**config.mk**
```make
export PLATFORM = sky130hd
export DESIGN_NAME = scoreboard_ctrl
export DESIGN_NICKNAME = d
export VERILOG_FILES = /design/src/rtl/scoreboard_ctrl.sv
export SDC_FILE = /design/constraint.sdc
export NUM_CORES = 1
export LEC_CHECK = 0
export ABC_AREA = 1
export CAP_MARGIN = 0
export CORE_UTILIZATION = 47
export CTS_CLUSTER_DIAMETER = 120
export CTS_CLUSTER_SIZE = 28
export DETAILED_ROUTE_END_ITERATION = 7
export HOLD_SLACK_MARGIN = 0.08
export PLACE_DENSITY = 0.81
export SETUP_SLACK_MARGIN = 0.02
export SLEW_MARGIN = 20
export SYNTH_ARGS = -nofsm -noshare
export SYNTH_HDL_FRONTEND = slang
export SYNTH_SLANG_ARGS = --single-unit
```
**constraint.sdc**
```tcl
create_clock -name clk -period 3.25 [get_ports clk]
set_clock_uncertainty 0.2 [all_clocks]
set_input_delay 0.4875 -clock clk [delete_from_list [all_inputs] [get_ports clk]]
set_output_delay 0.4875 -clock clk [all_outputs]
set_load 0.005 [all_outputs]
```
**src/rtl/scoreboard_ctrl.sv**
```systemverilog
// rtl/scoreboard_ctrl.sv - run sequencer and statistics snapshot for the scoreboard datapath
module scoreboard_ctrl #(
    parameter int DRAIN_CYCLES = 8,
    parameter int CTR_WIDTH    = 32
) (
    input  logic                 clk,
    input  logic                 reset_n,
    input  logic                 i_start,
    input  logic                 i_abort,
    input  logic [31:0]          i_target,
    input  logic [31:0]          i_err_limit,
    input  logic [31:0]          i_data_ctr,
    input  logic [31:0]          i_error_ctr,
    input  logic [31:0]          i_maxacc,
    input  logic [31:0]          i_minacc,
    input  logic                 i_snap_req,
    output logic                 o_sb_reset,
    output logic                 o_freeze,
    output logic                 o_gen_en,
    output logic [2:0]           o_state,
    output logic                 o_busy,
    output logic                 o_done,
    output logic [1:0]           o_stop_cause,
    output logic [31:0]          o_snap_data,
    output logic [31:0]          o_snap_error,
    output logic [31:0]          o_snap_maxacc,
    output logic [31:0]          o_snap_minacc,
    output logic                 o_snap_ack,
    output logic [CTR_WIDTH-1:0] o_cycles
);

    typedef enum logic [2:0] {
        ST_IDLE  = 3'd0,
        ST_CLEAR = 3'd1,
        ST_RUN   = 3'd2,
        ST_DRAIN = 3'd3,
        ST_DONE  = 3'd4
    } state_t;

    // Drain counter counts DRAIN_CYCLES-1 down to 0, so DRAIN lasts DRAIN_CYCLES cycles.
    localparam int DCW = (DRAIN_CYCLES > 1) ? $clog2(DRAIN_CYCLES) : 1;
    localparam logic [DCW-1:0]       DRAIN_LOAD = DCW'(DRAIN_CYCLES - 1);
    localparam logic [DCW-1:0]       DRAIN_DEC  = DCW'(1);
    localparam logic [CTR_WIDTH-1:0] CYC_INC    = CTR_WIDTH'(1);

    state_t         state_q;
    state_t         state_d;
    logic [1:0]     cause_d;
    logic           start_ok;
    logic [31:0]    target_q;
    logic [31:0]    limit_q;
    logic [DCW-1:0] drain_q;
    logic           snap_req_q;
    logic           snap_capture;

    assign o_state = state_q;

    // Next state and stop cause; abort outranks error limit, which outranks target.
    always_comb begin
        state_d  = state_q;
        cause_d  = o_stop_cause;
        start_ok = 1'b0;
        case (state_q)
            ST_IDLE, ST_DONE: begin
                if (i_start) begin
                    state_d  = ST_CLEAR;
                    cause_d  = 2'b00;
                    start_ok = 1'b1;
                end
            end
            ST_CLEAR: begin
                if (i_abort) begin
                    state_d = ST_DONE;
                    cause_d = 2'b11;
                end else begin
                    state_d = ST_RUN;
                end
            end
            ST_RUN: begin
                if (i_abort) begin
                    state_d = ST_DONE;
                    cause_d = 2'b11;
                end else if ((limit_q != 32'd0) && (i_error_ctr >= limit_q)) begin
                    state_d = ST_DRAIN;
                    cause_d = 2'b10;
                end else if ((target_q != 32'd0) && (i_data_ctr >= target_q)) begin
                    state_d = ST_DRAIN;
                    cause_d = 2'b01;
                end
            end
            ST_DRAIN: begin
                if (i_abort || (drain_q == '0)) begin
                    state_d = ST_DONE;
                end
            end
            default: state_d = ST_IDLE;
        endcase
    end

    // State register and control outputs decoded from the next state so they are registered.
    always_ff @(posedge clk or negedge reset_n) begin
        if (!reset_n) begin
            state_q      <= ST_IDLE;
            o_stop_cause <= 2'b00;
            o_sb_reset   <= 1'b1;
            o_freeze     <= 1'b1;
            o_gen_en     <= 1'b0;
            o_busy       <= 1'b0;
            o_done       <= 1'b0;
        end else begin
            state_q      <= state_d;
            o_stop_cause <= cause_d;
            o_sb_reset   <= (state_d == ST_CLEAR);
            o_freeze     <= !((state_d == ST_RUN) || (state_d == ST_DRAIN));
            o_gen_en     <= (state_d == ST_RUN);
            o_busy       <= (state_d == ST_CLEAR) || (state_d == ST_RUN) || (state_d == ST_DRAIN);
            o_done       <= (state_d == ST_DONE);
        end
    end

    // Run parameters latched on start; cycle counter counts RUN cycles and saturates.
    always_ff @(posedge clk or negedge reset_n) begin
        if (!reset_n) begin
            target_q <= 32'd0;
            limit_q  <= 32'd0;
            o_cycles <= '0;
        end else begin
            if (start_ok) begin
                target_q <= i_target;
                limit_q  <= i_err_limit;
                o_cycles <= '0;
            end else if ((state_q == ST_RUN) && (o_cycles != '1)) begin
                o_cycles <= o_cycles + CYC_INC;
            end
        end
    end

    // Drain timer is held loaded outside DRAIN and counts down while draining.
    always_ff @(posedge clk or negedge reset_n) begin
        if (!reset_n) begin
            drain_q <= DRAIN_LOAD;
        end else if (state_q != ST_DRAIN) begin
            drain_q <= DRAIN_LOAD;
        end else if (drain_q != '0) begin
            drain_q <= drain_q - DRAIN_DEC;
        end
    end

    // One capture per request rising edge or DONE entry; both together still give one ack.
    assign snap_capture = (i_snap_req && !snap_req_q) ||
                          ((state_d == ST_DONE) && (state_q != ST_DONE));

    // Snapshot registers and the acknowledge pulse.
    always_ff @(posedge clk or negedge reset_n) begin
        if (!reset_n) begin
            snap_req_q    <= 1'b0;
            o_snap_ack    <= 1'b0;
            o_snap_data   <= 32'd0;
            o_snap_error  <= 32'd0;
            o_snap_maxacc <= 32'd0;
            o_snap_minacc <= 32'd0;
        end else begin
            snap_req_q <= i_snap_req;
            o_snap_ack <= snap_capture;
            if (snap_capture) begin
                o_snap_data   <= i_data_ctr;
                o_snap_error  <= i_error_ctr;
                o_snap_maxacc <= i_maxacc;
                o_snap_minacc <= i_minacc;
            end
        end
    end

endmodule
```
==> run_results.csv <==
group,metric,value,unit
pwr,comb_power_share,49.0,%
finish,final_layout_size_suffix_gt1_share,3.01,%
die,io_count,368,
pwr,power.total,12800,uW
setup_path,r2r-start,"target_q[3]",
yosys,post_synth_main_area_contributors,"sky130_fd_sc_hd__dfrtp_1, sky130_fd_sc_hd__nand2_1, sky130_fd_sc_hd__ha_1, sky130_fd_sc_hd__nand3_1, sky130_fd_sc_hd__inv_1",
setup_path,crit_type,"in2reg",
setup_path,timing.critical_path.from,"i_data_ctr[15]",
cts,post-cts-setup-buffers,0,
finish,final_standard_cell_area_without_fillers,16000,sq um
die,placementRows,57,
setup_path,critPathLaunchType,"primary input",
detailed_routing,drcViolationCount,0,
yosys,yosys_warns,0,
cts,ctsHtreeMaxLevel,1,
die,initial_core_util,47.7,%
detailed_routing,detail_route.iter0.violations,816,
yosys,synth_top_area_share,50.6,%
cts,cts_made_buffers,12,
timing,maxSlewHeadroom,64.7,%
place,dp_hpwl,25400,um
pwr,power.internal,7980,uW
setup_path,data_arrival_time_of_the_worst_path,3.11,ns
detailed_routing,detail_route.vias_per_cell,5.21,
finish,mostFrequentLayoutCells,"sky130_fd_sc_hd__nand2_1, sky130_fd_sc_hd__clkdlybuf4s50_1, sky130_fd_sc_hd__dfrtp_1",
run,cap_viol_max_count,0,
global_route,total_grt_usage,26.8,%
finish,layout.nets,1990,
cts,cts.sinks,239,
status,result_of_the_run,"complete, no violations",
pwr,leakagePower,0.00762,uW
yosys,mean_cell_area_of_the_mapped_netlist,8.38,sq um
yosys,ys_async_sr_fraction,100,%
yosys,cells_after_synth,1381,
setup_path,critPathMaxFanout,87,
global_route,grt_start_max_net_pins,97,
timing,post-route-min-period,2.90,ns
detailed_routing,vias,10700,
min_path,hold_path_startpoint,"o_stop_cause[0]",
yosys,synth.largest_area_cell,"sky130_fd_sc_hd__dfrtp_1",
cts,clock_tree.root_cell,"sky130_fd_sc_hd__clkbuf_16",
pwr,power.share.sequential,37.7,%
finish,syn_to_final_growth,37.9,%
finish,layout_commonest_cell,"sky130_fd_sc_hd__nand2_1",
cts,clkLatencyLatePin,0.49,ns
timing,measured_slew_at_the_worst_slew_check_pin,0.526,ns
timing,unrepaired_setup_endpoints_after_global_routing,"false",
yosys,synth.distinct_cells,32,
timing,report.final.hold_viol_count,0,
die,chipWidth,159,um
global_route,grt.overflow.total,0,
global_route,grt_antenna_before_repair,3,
pwr,netSwitchingFraction,37.7,%
detailed_routing,avgRoutedWirePerCell,16.7,um
setup_path,crit_required,3.46,ns
detailed_routing,drt_first_pass_iters,5,
detailed_routing,drt.antenna.violating_nets,0,
cts,cts.clk_slew.worst_paths,0.11,ns
finish,fill_cells,2016,
detailed_routing,drt-total-wl,34300,um
global_route,vias_in_the_first_global_route,10500,
pwr,power.density_cell_area,803,nW/um^2
die,floorplan.core_area,24200,sq um
yosys,ys_ff_latch,239,
cts,cts_tree,"done",
yosys,synth_enable_flop_cells,0,
cts,holdBufCountCts,1,
timing,period_share,89.2,%
die,y_dimension_of_the_die,159,um
finish,post_layout_nonfiller_instances,2056,
timing,count_of_final_max_slew_check_failures,0,
min_path,hold_class,"reg2reg",
yosys,syn_nets,1645,
timing,layout_setup_ws,0.350,ns
timing,max_clock_freq,345,MHz
pwr,total_switching_power,4840,uW
place,dpl_cell_area,15600,sq um
setup_path,endpoint_kind,"register",
place,detailedPlace.worstSlack,-0.152,ns
place,buffer_ports.inserted,367,
yosys,synth_ff_type,"sky130_fd_sc_hd__dfrtp_1",
place,dpl.cell_count,2035,
timing,setup_viol,0,
pwr,worst_ir_drop_vdd,0.000601,V
pwr,power.share.clock,13.3,%
place,routabilityCongestion,0.894,
die,floorplan.die_area,25300,sq um
yosys,part_of_the_yosys_area_used_for_sequential_elements,51.7,%
global_route,first_pass_grt_wire_length,54400,um
cts,cts-root-to-sink-buffers,3,
yosys,syn_area,11600,sq um
cts,postCtsResizedCells,0,
layout make-up:
cell class	instances	area, sq um	area share, %
Multi-Input combinational cell	949	4750	29.7
Sequential cell	239	5990	37.5
Antenna cell	3	7.51	0.0470
Clock buffer	16	337	2.11
Tap cell	324	405	2.54
Clock inverter	1	16.3	0.102
Inverter	134	504	3.16
Timing Repair Buffer	390	3970	24.8
synthesized netlist by cell type (9+ instances only):
cell,n
sky130_fd_sc_hd__a21oi_1,51
sky130_fd_sc_hd__buf_2,10
sky130_fd_sc_hd__buf_6,14
sky130_fd_sc_hd__clkbuf_1,27
sky130_fd_sc_hd__dfrtp_1,234
sky130_fd_sc_hd__ha_1,67
sky130_fd_sc_hd__inv_1,133
sky130_fd_sc_hd__nand2_1,450
sky130_fd_sc_hd__nand3_1,156
sky130_fd_sc_hd__nand4_1,23
sky130_fd_sc_hd__nor2_1,56
sky130_fd_sc_hd__nor3_1,21
sky130_fd_sc_hd__nor4_1,9
sky130_fd_sc_hd__o21ai_0,84
critical path: stages:
cell                              delay [ns]
sky130_fd_sc_hd__clkdlybuf4s50_1        0.45
sky130_fd_sc_hd__ha_1                   0.33
sky130_fd_sc_hd__a21o_1                 0.18
sky130_fd_sc_hd__nor2_1                 0.10
sky130_fd_sc_hd__nand2_1                0.06
sky130_fd_sc_hd__nor2_1                 0.09
sky130_fd_sc_hd__nand2_1                0.06
sky130_fd_sc_hd__nand2_1                0.08
sky130_fd_sc_hd__nand2_1                0.06
sky130_fd_sc_hd__nand2_1                0.12
sky130_fd_sc_hd__nand3_1                0.09
sky130_fd_sc_hd__nand2_1                0.08
sky130_fd_sc_hd__nand2_2                0.06
sky130_fd_sc_hd__nand2_2                0.10
sky130_fd_sc_hd__nand2_4                0.07
sky130_fd_sc_hd__nand2_4                0.09
sky130_fd_sc_hd__buf_12                 0.34
sky130_fd_sc_hd__nand2_1                0.13
sky130_fd_sc_hd__nand2_1                0.08
power groups by stage:
stage | logic (uW) | clock network (uW) | registers (uW)
2_1_floorplan | 3200 | 0 | 4880
3_3_place_gp | 6090 | 0 | 4840
3_5_place_dp | 6300 | 0 | 4880
4_1_cts | 6330 | 1770 | 4830
5_1_grt | 6990 | 1850 | 4960
6_report | 6290 | 1710 | 4830
final timing paths:
kind                                           to  slack, ns  depth (start not counted)
min in group asynchronous            o_cycles[30]       0.31                          2
worst max-delay path            o_snap_maxacc[11]       0.35                         19
worst max register to register  o_snap_maxacc[11]       0.42                         19
max in group asynchronous       o_snap_minacc[17]       1.71                          3
worst min register to register    o_stop_cause[0]       0.30                          2
worst min-delay path              o_stop_cause[0]       0.30                          2
per-stage QoR:
step                utilization, %  hold slack (ns)  TNS [ns]
global placement              64.3            0.271     -7.01
finish                        65.9            0.299         0
global route                  65.9            0.328         0
CTS                           65.8            0.302         0
detailed placement            64.3            0.274    -11.38
floorplan                        -         -0.00809         0
cell families (layout without fill, tap and decap cells):
family          Yosys count  in the layout  share of synthesized area (%)
other cells               0              3                              0
compound gates          156            156                           7.20
xor+xnor                  1              1                         0.0757
flops                   239            239                           51.7
simple gates            725            725                           26.3
fa+ha+maj                67             67                           7.24
buf+inv                 193            541                           7.44
per-layer routing:
layer / routed length (um) / track usage (%)
met1: 14100 / 34.3
met3: 2260 / 4.48
met5: 0 / 0
met2: 16900 / 46.3
met4: 1110 / 8.61
state kept, by name, summed over array words and instances (netlist names):
signal and count:
drain_q 3, limit_q 32, o_busy 1, o_cycles 32, o_done 1, o_freeze 1
o_gen_en 1, o_sb_reset 1, o_snap_ack 1, o_snap_data 32, o_snap_error 32, o_snap_maxacc 32
o_snap_minacc 32, o_state 3, o_stop_cause 2, snap_req_q 1, target_q 32
Note: power is estimated with default switching activity, not from simulation.
